**config.mk**
```make
export PLATFORM = sky130hd
export DESIGN_NAME = ruta_ctrl_pipe
export DESIGN_NICKNAME = d
export VERILOG_FILES = /design/src/rtl/ruta_ctrl_pipe.sv
export SDC_FILE = /design/constraint.sdc
export NUM_CORES = 1
export LEC_CHECK = 0
export CAP_MARGIN = 30
export CORE_UTILIZATION = 35
export CTS_CLUSTER_SIZE = 10
export DETAILED_ROUTE_END_ITERATION = 8
export SLEW_MARGIN = 15
export SYNTH_ARGS = -nofsm -noshare
export SYNTH_HDL_FRONTEND = slang
export SYNTH_SLANG_ARGS = --single-unit
```
**constraint.sdc**
```tcl
create_clock -name clk -period 3.03 [get_ports clk]
set_input_delay 0.303 -clock clk [delete_from_list [all_inputs] [get_ports clk]]
set_output_delay 0.303 -clock clk [all_outputs]
set_load 0.005 [all_outputs]
```
**src/rtl/ruta_ctrl_pipe.sv**
```systemverilog
// ID-stage decode plus ID/EX, EX/MEM, MEM/WB control pipeline; bundles appear 1/2/3 edges after ID; stall holds PC/IF-ID and injects a bubble.
// Define RUTA_FWD_EN for forwarding selects (FWD_A/FWD_B) with load-use-only stalls; default build stalls on any RAW until the producer reaches WB.
module ruta_ctrl_pipe #(
  parameter int REG_AW = 5,
  parameter int ILL_W  = 8
) (
  input  logic              clk,
  input  logic              rst_n,
  input  logic              id_valid,
  input  logic [5:0]        opcode,
  input  logic [5:0]        funct,
  input  logic [REG_AW-1:0] rs,
  input  logic [REG_AW-1:0] rt,
  input  logic [REG_AW-1:0] rd,
  output logic [1:0]        SEL_DIR,
  output logic              REG_RD,
  output logic              SEL_IM,
  output logic              stall,
  output logic              resetIF,
  output logic [4:0]        ctrl_EXE,
  output logic [2:0]        ctrl_MEM,
  output logic [1:0]        ctrl_WB,
  output logic [REG_AW-1:0] dst_ex,
  output logic [REG_AW-1:0] dst_mem,
  output logic [REG_AW-1:0] dst_wb,
  output logic [ILL_W-1:0]  ill_cnt
`ifdef RUTA_FWD_EN
  ,
  output logic [1:0]        FWD_A,
  output logic [1:0]        FWD_B
`endif
);

  localparam logic [3:0] OP_ADD = 4'd0;
  localparam logic [3:0] OP_SUB = 4'd1;
  localparam logic [3:0] OP_AND = 4'd2;
  localparam logic [3:0] OP_OR  = 4'd3;
  localparam logic [3:0] OP_NOR = 4'd4;
  localparam logic [3:0] OP_SLT = 4'd5;

  logic       dec_legal, dec_alusrc, dec_memrd, dec_memwr, dec_half;
  logic       dec_regwr, dec_m2r, dec_wr_rd, dec_use_rs, dec_use_rt;
  logic       dec_selim, dec_i_alu;
  logic [3:0] dec_aluop;
  logic [1:0] dec_seldir;

  always_comb begin
    dec_legal  = 1'b0;
    dec_alusrc = 1'b0;
    dec_memrd  = 1'b0;
    dec_memwr  = 1'b0;
    dec_half   = 1'b0;
    dec_regwr  = 1'b0;
    dec_m2r    = 1'b0;
    dec_wr_rd  = 1'b0;
    dec_use_rs = 1'b0;
    dec_use_rt = 1'b0;
    dec_selim  = 1'b0;
    dec_i_alu  = 1'b0;
    dec_aluop  = OP_ADD;
    dec_seldir = 2'b00;
    case (opcode)
      6'h00: begin
        case (funct)
          6'h20: begin dec_legal = 1'b1; dec_aluop = OP_ADD; end
          6'h22: begin dec_legal = 1'b1; dec_aluop = OP_SUB; end
          6'h24: begin dec_legal = 1'b1; dec_aluop = OP_AND; end
          6'h25: begin dec_legal = 1'b1; dec_aluop = OP_OR;  end
          6'h27: begin dec_legal = 1'b1; dec_aluop = OP_NOR; end
          6'h2A: begin dec_legal = 1'b1; dec_aluop = OP_SLT; end
          6'h08: begin dec_legal = 1'b1; dec_seldir = 2'b10; end
          default: dec_legal = 1'b0;
        endcase
        dec_use_rs = dec_legal;
        if (dec_legal && funct != 6'h08) begin
          dec_regwr  = 1'b1;
          dec_wr_rd  = 1'b1;
          dec_use_rt = 1'b1;
        end
      end
      6'h08: begin dec_legal = 1'b1; dec_i_alu = 1'b1; dec_aluop = OP_ADD; end
      6'h0C: begin dec_legal = 1'b1; dec_i_alu = 1'b1; dec_aluop = OP_AND; end
      6'h0D: begin dec_legal = 1'b1; dec_i_alu = 1'b1; dec_aluop = OP_OR;  end
      6'h0A: begin dec_legal = 1'b1; dec_i_alu = 1'b1; dec_aluop = OP_SLT; end
      6'h23: begin
        dec_legal  = 1'b1;
        dec_alusrc = 1'b1;
        dec_memrd  = 1'b1;
        dec_regwr  = 1'b1;
        dec_m2r    = 1'b1;
        dec_use_rs = 1'b1;
      end
      // Stores still compute base+offset, so they take the immediate operand.
      6'h2B, 6'h29: begin
        dec_legal  = 1'b1;
        dec_alusrc = 1'b1;
        dec_memwr  = 1'b1;
        dec_half   = (opcode == 6'h29);
        dec_use_rs = 1'b1;
        dec_use_rt = 1'b1;
      end
      6'h02: begin dec_legal = 1'b1; dec_seldir = 2'b01; end
      default: dec_legal = 1'b0;
    endcase
    if (dec_i_alu) begin
      dec_alusrc = 1'b1;
      dec_selim  = 1'b1;
      dec_regwr  = 1'b1;
      dec_use_rs = 1'b1;
    end
  end

  logic              vld, rs_chk, rt_chk, is_jump;
  logic [REG_AW-1:0] dec_dst;

  assign vld     = id_valid & dec_legal;
  assign rs_chk  = vld & dec_use_rs;
  assign rt_chk  = vld & dec_use_rt;
  assign is_jump = vld & (dec_seldir != 2'b00);
  assign dec_dst = (vld & dec_regwr) ? (dec_wr_rd ? rd : rt) : '0;

  assign SEL_DIR = vld ? dec_seldir : 2'b00;
  assign REG_RD  = vld & (dec_seldir != 2'b01);
  assign SEL_IM  = vld & dec_selim;

  logic [4:0]        idex_exe_q, idex_exe_d;
  logic [2:0]        idex_mem_q, idex_mem_d;
  logic [1:0]        idex_wb_q, idex_wb_d;
  logic [REG_AW-1:0] idex_dst_q, idex_dst_d;
  logic [2:0]        exmem_mem_q;
  logic [1:0]        exmem_wb_q;
  logic [REG_AW-1:0] exmem_dst_q;
  logic [1:0]        memwb_wb_q;
  logic [REG_AW-1:0] memwb_dst_q;
  logic [ILL_W-1:0]  ill_q, ill_d;

  // Register 0 is hard-wired, so a zero destination never matches.
  function automatic logic raw_hit(input logic [REG_AW-1:0] d,
                                   input logic [REG_AW-1:0] a,
                                   input logic [REG_AW-1:0] b,
                                   input logic ua, input logic ub);
    return (d != '0) && ((ua && a == d) || (ub && b == d));
  endfunction

  logic load_use, stall_c;
  assign load_use = idex_mem_q[2] && raw_hit(idex_dst_q, rs, rt, rs_chk, rt_chk);

`ifdef RUTA_FWD_EN
  assign stall_c = load_use;

  logic [1:0] fwd_a_q, fwd_a_d, fwd_b_q, fwd_b_d;

  // Select for the operand as seen next cycle: today's EX becomes MEM, today's MEM becomes WB.
  function automatic logic [1:0] fwd_sel(input logic [REG_AW-1:0] r, input logic used,
                                         input logic ex_wr, input logic [REG_AW-1:0] ex_dst,
                                         input logic mem_wr, input logic [REG_AW-1:0] mem_dst);
    if (!used || r == '0) return 2'b00;
    if (ex_wr && ex_dst == r) return 2'b01;
    if (mem_wr && mem_dst == r) return 2'b10;
    return 2'b00;
  endfunction

  always_comb begin
    fwd_a_d = 2'b00;
    fwd_b_d = 2'b00;
    if (!stall_c) begin
      fwd_a_d = fwd_sel(rs, rs_chk, idex_wb_q[1], idex_dst_q, exmem_wb_q[1], exmem_dst_q);
      fwd_b_d = fwd_sel(rt, rt_chk, idex_wb_q[1], idex_dst_q, exmem_wb_q[1], exmem_dst_q);
    end
  end

  always_ff @(posedge clk or negedge rst_n) begin
    if (!rst_n) begin
      fwd_a_q <= 2'b00;
      fwd_b_q <= 2'b00;
    end else begin
      fwd_a_q <= fwd_a_d;
      fwd_b_q <= fwd_b_d;
    end
  end

  assign FWD_A = fwd_a_q;
  assign FWD_B = fwd_b_q;
`else
  logic raw_ex, raw_mem;
  assign raw_ex  = idex_wb_q[1]  && raw_hit(idex_dst_q,  rs, rt, rs_chk, rt_chk);
  assign raw_mem = exmem_wb_q[1] && raw_hit(exmem_dst_q, rs, rt, rs_chk, rt_chk);
  assign stall_c = load_use | raw_ex | raw_mem;
`endif

  assign stall   = rst_n & stall_c;
  assign resetIF = rst_n & is_jump & ~stall_c;

  always_comb begin
    idex_exe_d = '0;
    idex_mem_d = '0;
    idex_wb_d  = '0;
    idex_dst_d = '0;
    if (vld && !stall_c) begin
      idex_exe_d = {dec_alusrc, dec_aluop};
      idex_mem_d = {dec_memrd, dec_memwr, dec_half};
      idex_wb_d  = {dec_regwr, dec_m2r};
      idex_dst_d = dec_dst;
    end
    ill_d = ill_q;
    if (id_valid && !dec_legal && !stall_c && ill_q != {ILL_W{1'b1}})
      ill_d = ill_q + 1'b1;
  end

  always_ff @(posedge clk or negedge rst_n) begin
    if (!rst_n) begin
      idex_exe_q  <= '0;
      idex_mem_q  <= '0;
      idex_wb_q   <= '0;
      idex_dst_q  <= '0;
      exmem_mem_q <= '0;
      exmem_wb_q  <= '0;
      exmem_dst_q <= '0;
      memwb_wb_q  <= '0;
      memwb_dst_q <= '0;
      ill_q       <= '0;
    end else begin
      idex_exe_q  <= idex_exe_d;
      idex_mem_q  <= idex_mem_d;
      idex_wb_q   <= idex_wb_d;
      idex_dst_q  <= idex_dst_d;
      exmem_mem_q <= idex_mem_q;
      exmem_wb_q  <= idex_wb_q;
      exmem_dst_q <= idex_dst_q;
      memwb_wb_q  <= exmem_wb_q;
      memwb_dst_q <= exmem_dst_q;
      ill_q       <= ill_d;
    end
  end

  assign ctrl_EXE = idex_exe_q;
  assign ctrl_MEM = exmem_mem_q;
  assign ctrl_WB  = memwb_wb_q;
  assign dst_ex   = idex_dst_q;
  assign dst_mem  = exmem_dst_q;
  assign dst_wb   = memwb_dst_q;
  assign ill_cnt  = ill_q;

endmodule

```
# After elaboration in Yosys (flattened, before gate mapping)
# Index checks and enable logic that the tools add are counted.
[totals] wordCells=101 register_bits=40 out_inout_bits=39
[op_classes] bitwise=13 n_reduce_logical=27 n_mux=28 addsub=1 eq_ne=22
[ops] cell="$eq 6x6->1 const B" n=9
[ops] cell="$eq 6x4->1 const B" n=5
[ops] cell="$eq 5x5->1" n=4
[ops] cell="$mux 5" n=4
[ops] cell="$pmux 3 s5" n=1
[ops] cell="$logic_and 1x1->1" n=14
[ops] cell="$mux 1" n=13
[ops] cell="$pmux 3 s4" n=1
[ops] cell="$and 1x1->1" n=10
[ops] cell="$reduce_bool 5->1" n=2
[ops] cell="$add 8x1->8 const B" n=1
[ops] cell="$ne 8x8->1 const B" n=1
[ops] cell="$pmux 1 s2" n=4
[ops] cell="$reduce_or 8->1" n=1
[ops] cell="$reduce_or 7->1" n=1
[ops] cell="$eq 6x2->1 const B" n=1
[ops] cell="$logic_not 6->1" n=1
[ops] cell="$mux 2" n=3
[ops] cell="$ne 6x4->1 const B" n=1
[ops] cell="$pmux 2 s2" n=1
[ops] cell="$reduce_or 4->1" n=1
[ops] cell="$mux 3" n=1
[ops] cell="$reduce_or 3->1" n=1
[ops] cell="$logic_not 1->1" n=2
[ops] cell="other kinds (6)" n=8

# Longest topological paths before layout
[logic_depth] ltp_word=17 mapped_depth=7 depth_no_buf=6

# Worst setup path before layout
# No wires, ideal clock.
[synth_path] path_type="in2out" from="in funct[1]" to="out stall" path_stages=6 n_path_buf=0 path_slack_ps=795 arrival_ps=1932 cell_sequence="or4b_4 o31a_1 a221o_1 o21a_1 nor2_2 o211a_1"
[synth_via] elab_chain_len=15 word_cells_on_any_way=34
[synth_lines] element="start, declared" line_no="11" source="input logic [5:0] funct,"
[synth_lines] element="$eq 6x4->1 or $eq 6x6->1 (tied branches)" line_no="64" source="case (funct)"
[synth_lines] element="$reduce_or 7->1 (no source line)"
[synth_lines] element="$mux 1" line_no="64"
[synth_lines] element="$mux 1" line_no="62" source="case (opcode)"
[synth_lines] element="$logic_and 1x1->1" line_no="75" source="if (dec_legal && funct != 6'h08) begin"
[synth_lines] element="$mux 1" line_no="75"
[synth_lines] element="$pmux 1 s2" line_no="62"
[synth_lines] element="$and 1x1->1" line_no="118" source="assign rt_chk = vld & dec_use_rt;"
[synth_lines] element="$logic_and 1x1->1" line_no="142" source="return (d != '0) && ((ua && a == d) || (ub && b == d));"
[synth_lines] element="$logic_or 1x1->1" line_no="142"
[synth_lines] element="$logic_and 1x1->1" line_no="142"
[synth_lines] element="$logic_and 1x1->1 (on tied branches)" line_no="146, 186"
[synth_lines] element="$or 1x1->1" line_no="188" source="assign stall_c = load_use | raw_ex | raw_mem;"
[synth_lines] element="$or 1x1->1 *" line_no="188"
[synth_lines] element="$and 1x1->1 *" line_no="191" source="assign stall = rst_n & stall_c;"
[synth_lines] element="end, declared" line_no="18" source="output logic stall,"
# Mark *: on every way between the ends. The rest lies on a longest branch, timed or not. The select of a mux whose other input is x is not followed.

# Final worst setup path
[layout_path] from="in funct[1]" to="out REG_RD"
[layout_via] elab_chain_len=7 word_cells_on_any_way=16
[layout_lines] element="$eq 6x4->1 or $eq 6x6->1 (tied branches)" line_no="64"
[layout_lines] element="$reduce_or 7->1 (no source line)"
[layout_lines] element="$mux 1" line_no="64"
[layout_lines] element="$mux 1" line_no="62"
[layout_lines] element="$pmux 1 s2" line_no="62"
[layout_lines] element="$and 1x1->1" line_no="116" source="assign vld = id_valid & dec_legal;"
[layout_lines] element="$and 1x1->1 *" line_no="123" source="assign REG_RD = vld & (dec_seldir != 2'b01);"
[layout_lines] element="end, declared" line_no="16" source="output logic REG_RD,"
# Marks and branches as above.

==> impl_results.md <==
* Status: complete, no violations
* Buffers & Inverters on Critical Path at 3
* # diodes at 0
* Final hold vios at 0
* Aggregate global routing overflow at 0
* Final GP Congestion at 0.871
* CP peak stage delay at 550 ps
* Maxcap violations at 0
* Port bufs at 67
* Most used DFF post-synth: dfrtp_1
* H-tree Lvls at 2
* CTS tree: done
* Avg Cell Area, Syn at 10.3 um^2
* Clk_lat worst skew at 280 ps
* RSZ-0062 raised after global routing: false
* Util after Layout at 0.578
* WL per Instance at 14.0 um
* Area share of the largest cell type after synthesis at 0.473
* Post-Route Skew at 2.55 ps
* Syn Nets at 220
* Inst Count DP at 346
* HP Class: reg2reg
* DP Wirelength at 3940 um
* Worst Path Max Fanout at 3
* Critical Path Sink Type: primary output
* Top cells by area, synth: dfrtp_1, xnor2_1, mux2i_1, nor2_1, nor3_1
* Clk sinks at 37
* Die W at 76.8 um
* Nets at 316
* Async set or reset register ratio after synthesis at 1.00
* Pwr Total at 1.40 mW
* Total CTS buffers at 5
* DRC violations left at 0
* Routed via count at 1,750
* R2R Setup Slk at 880 ps
* Worst hold margin at 349 ps
* Root buffer cell: clkbuf_8
* Vias in the first global route at 1,731
* EDFF count, synth at 0
* DRT antenna net count at 0
* Clock Pin Slew Worst Setup and Hold Paths at 70 ps
* Max transition margin at 0.642
* Unique masters post-synth at 46
* Synth area leader: dfrtp_1
* Largest net degree at the start of global routing at 34
* CP top delay family: buffers and inverters
* GRT Overall Usage at 0.182
* Detailed-route wire length at 4970 um
* Area of the core at 0.00524 mm^2
* DRT iter0 DRCs at 58
* First-pass GRT wire length at 8490 um
* Syn. warnings at 0
* Post-route insts no fill at 356
* Die H at 76.8 um
* Fin area at 0.00303 mm^2
* CP cell instances: clkdlybuf4s50_1, or4b_4, o31a_1, a221o_1, buf_4, a21boi_2, clkdlybuf4s50_1
* Num rows at 26
* Period utilization at 0.960
* Least-Margin Pin Slew at 537 ps
* Required @ worst endpoint at 2730 ps
* Final setup violation count at 0
* Synthesis-to-layout area growth at 54.9%
* Pwr dens at 461 mW/mm^2
* Post-synthesis cell count at 189
* Initial antenna violation count at 0
* Crit Path Class: in2out
* Worst path slowest cell: or4b_4
* Synthesized cell area at 0.00196 mm^2
* Initial Utilization at 0.373
* Maximum vdd drop at 0.360 mV
* Most used cell, CP: clkdlybuf4s50_1
* Crit path time final at 2910 ps
* Synthesized flop and latch total at 37
* Fmax at 344 MHz
* CTS max path bufs at 2
* Die area at 0.00589 mm^2
* Startpoint Class: input pin
* I/O pins at 69
* Share of the yosys chip area belonging to registers at 0.473
* Worst EP arrival at 2610 ps
* Leakage power at 1.28 nW
* Final Max Slew Viols at 0
* Via density at 4.92
* Placed Area at 0.00287 mm^2
* Share of cells above drive strength 1 at 0.168
* TritonRoute pass-1 iters at 4
-- kinds of logic after synthesis --
family / Yosys count / synth area share
simple gates: 78 / 0.221
flops: 37 / 0.473
compound gates: 28 / 0.114
xor+xnor: 27 / 0.121
buf+inv: 9 / 0.0211
mux: 8 / 0.0416
fa+ha+maj: 1 / 0.00640
other cells: 1 / 0.00192
-- final cells by class --
type | instances | area [um^2]
Timing Repair Buffer | 94 | 871
Sequential cell | 37 | 926
Tap cell | 70 | 87.6
Fill cell | 479 | 2210
Inverter | 4 | 15.0
Multi-Input combinational cell | 143 | 992
Clock inverter | 3 | 68.8
Clock buffer | 5 | 68.8
-- power by group --
part / switching, mW / total [mW] / internal (mW)
Combinational: 0.115 / 0.300 / 0.185
Clock: 0.175 / 0.506 / 0.331
Sequential: 0.0536 / 0.590 / 0.536
Total: 0.344 / 1.40 / 1.05
-- sequential cells by signal, summed over array words and instances, names as in the netlist --
| register | count |
|---|---|
| dst_mem | 5 |
| ctrl_EXE | 4 |
| dst_ex | 5 |
| idex_wb_q | 2 |
| exmem_wb_q | 2 |
| ill_cnt | 8 |
| dst_wb | 5 |
| idex_mem_q | 2 |
| ctrl_WB | 2 |
| ctrl_MEM | 2 |
-- what timing repair did --
action / in CTS / in global routing
pin swaps: 2 / 0
gates resized for setup: 3 / 2
setup buffers: 1 / 0
hold endpoints to repair: 4 / 0
hold buffers: 1 / 0
endpoints found under the setup margin: 3 / 2
-- cell usage after synthesis, types with 3 or more instances --
| cell | count |
|---|---|
| xor2_1 | 5 |
| clkbuf_1 | 3 |
| dfrtp_1 | 37 |
| xnor2_1 | 22 |
| nand2_1 | 8 |
| mux2i_1 | 7 |
| nor3b_1 | 3 |
| a21oi_1 | 7 |
| nor2_1 | 17 |
| nand3_1 | 7 |
| nor3_1 | 12 |
| inv_1 | 4 |
| nand4_1 | 8 |
| nor4_1 | 5 |
| nor2b_1 | 4 |
-- layout by cell type, fill, tap and decap left out, types with 2 or more instances in the layout --
master	n
clkdlybuf4s50_1	63
a21oi_1	7
o211ai_1	2
nand4_1	8
nand3_1	7
and2_1	2
dlygate4sd2_1	2
nor3_1	12
o21ai_0	2
nand2_1	8
nor3b_1	3
clkbuf_8	5
dfrtp_1	37
bufinv_16	2
mux2i_1	7
nor2b_1	4
a211oi_2	2
and3_1	2
inv_1	4
nor2_1	17
xnor2_1	22
xor2_1	5
or3b_2	2
or4_1	2
buf_4	26
nor4_1	5
-- final timing paths --
kind | startpoint | to | cells past startpoint
max | funct[1] | REG_RD | 7
min | idex_mem_q[1] | ctrl_MEM[1] | 0
max reg2reg | dst_mem[2] | idex_mem_q[0] | 8
min reg2reg | idex_mem_q[1] | ctrl_MEM[1] | 0
max in group asynchronous | rst_n | ctrl_WB[0] | 3
min in group asynchronous | rst_n | ill_cnt[5] | 2
-- metrics by stage --
stage                     setup slack [ps]  TNS [ps]
final                                  120         0
after global routing                  32.1         0
after CTS                             34.6         0
after detailed placement             -38.1     -94.5
after global placement               -44.2     -64.7
after floorplan                        795         0
-- per-layer routing --
| layer | vias up | share of wire | GRT usage |
|---|---|---|---|
| li1 | 874 | - | - |
| met1 | 823 | 0.49 | 0.257 |
| met2 | 51 | 0.45 | 0.275 |
| met3 | 2 | 0.046 | 0.0393 |
| met4 | 0 | 0.0058 | 0.0558 |
| met5 | - | 0 | 0 |
(Power assumes the default switching activity.)
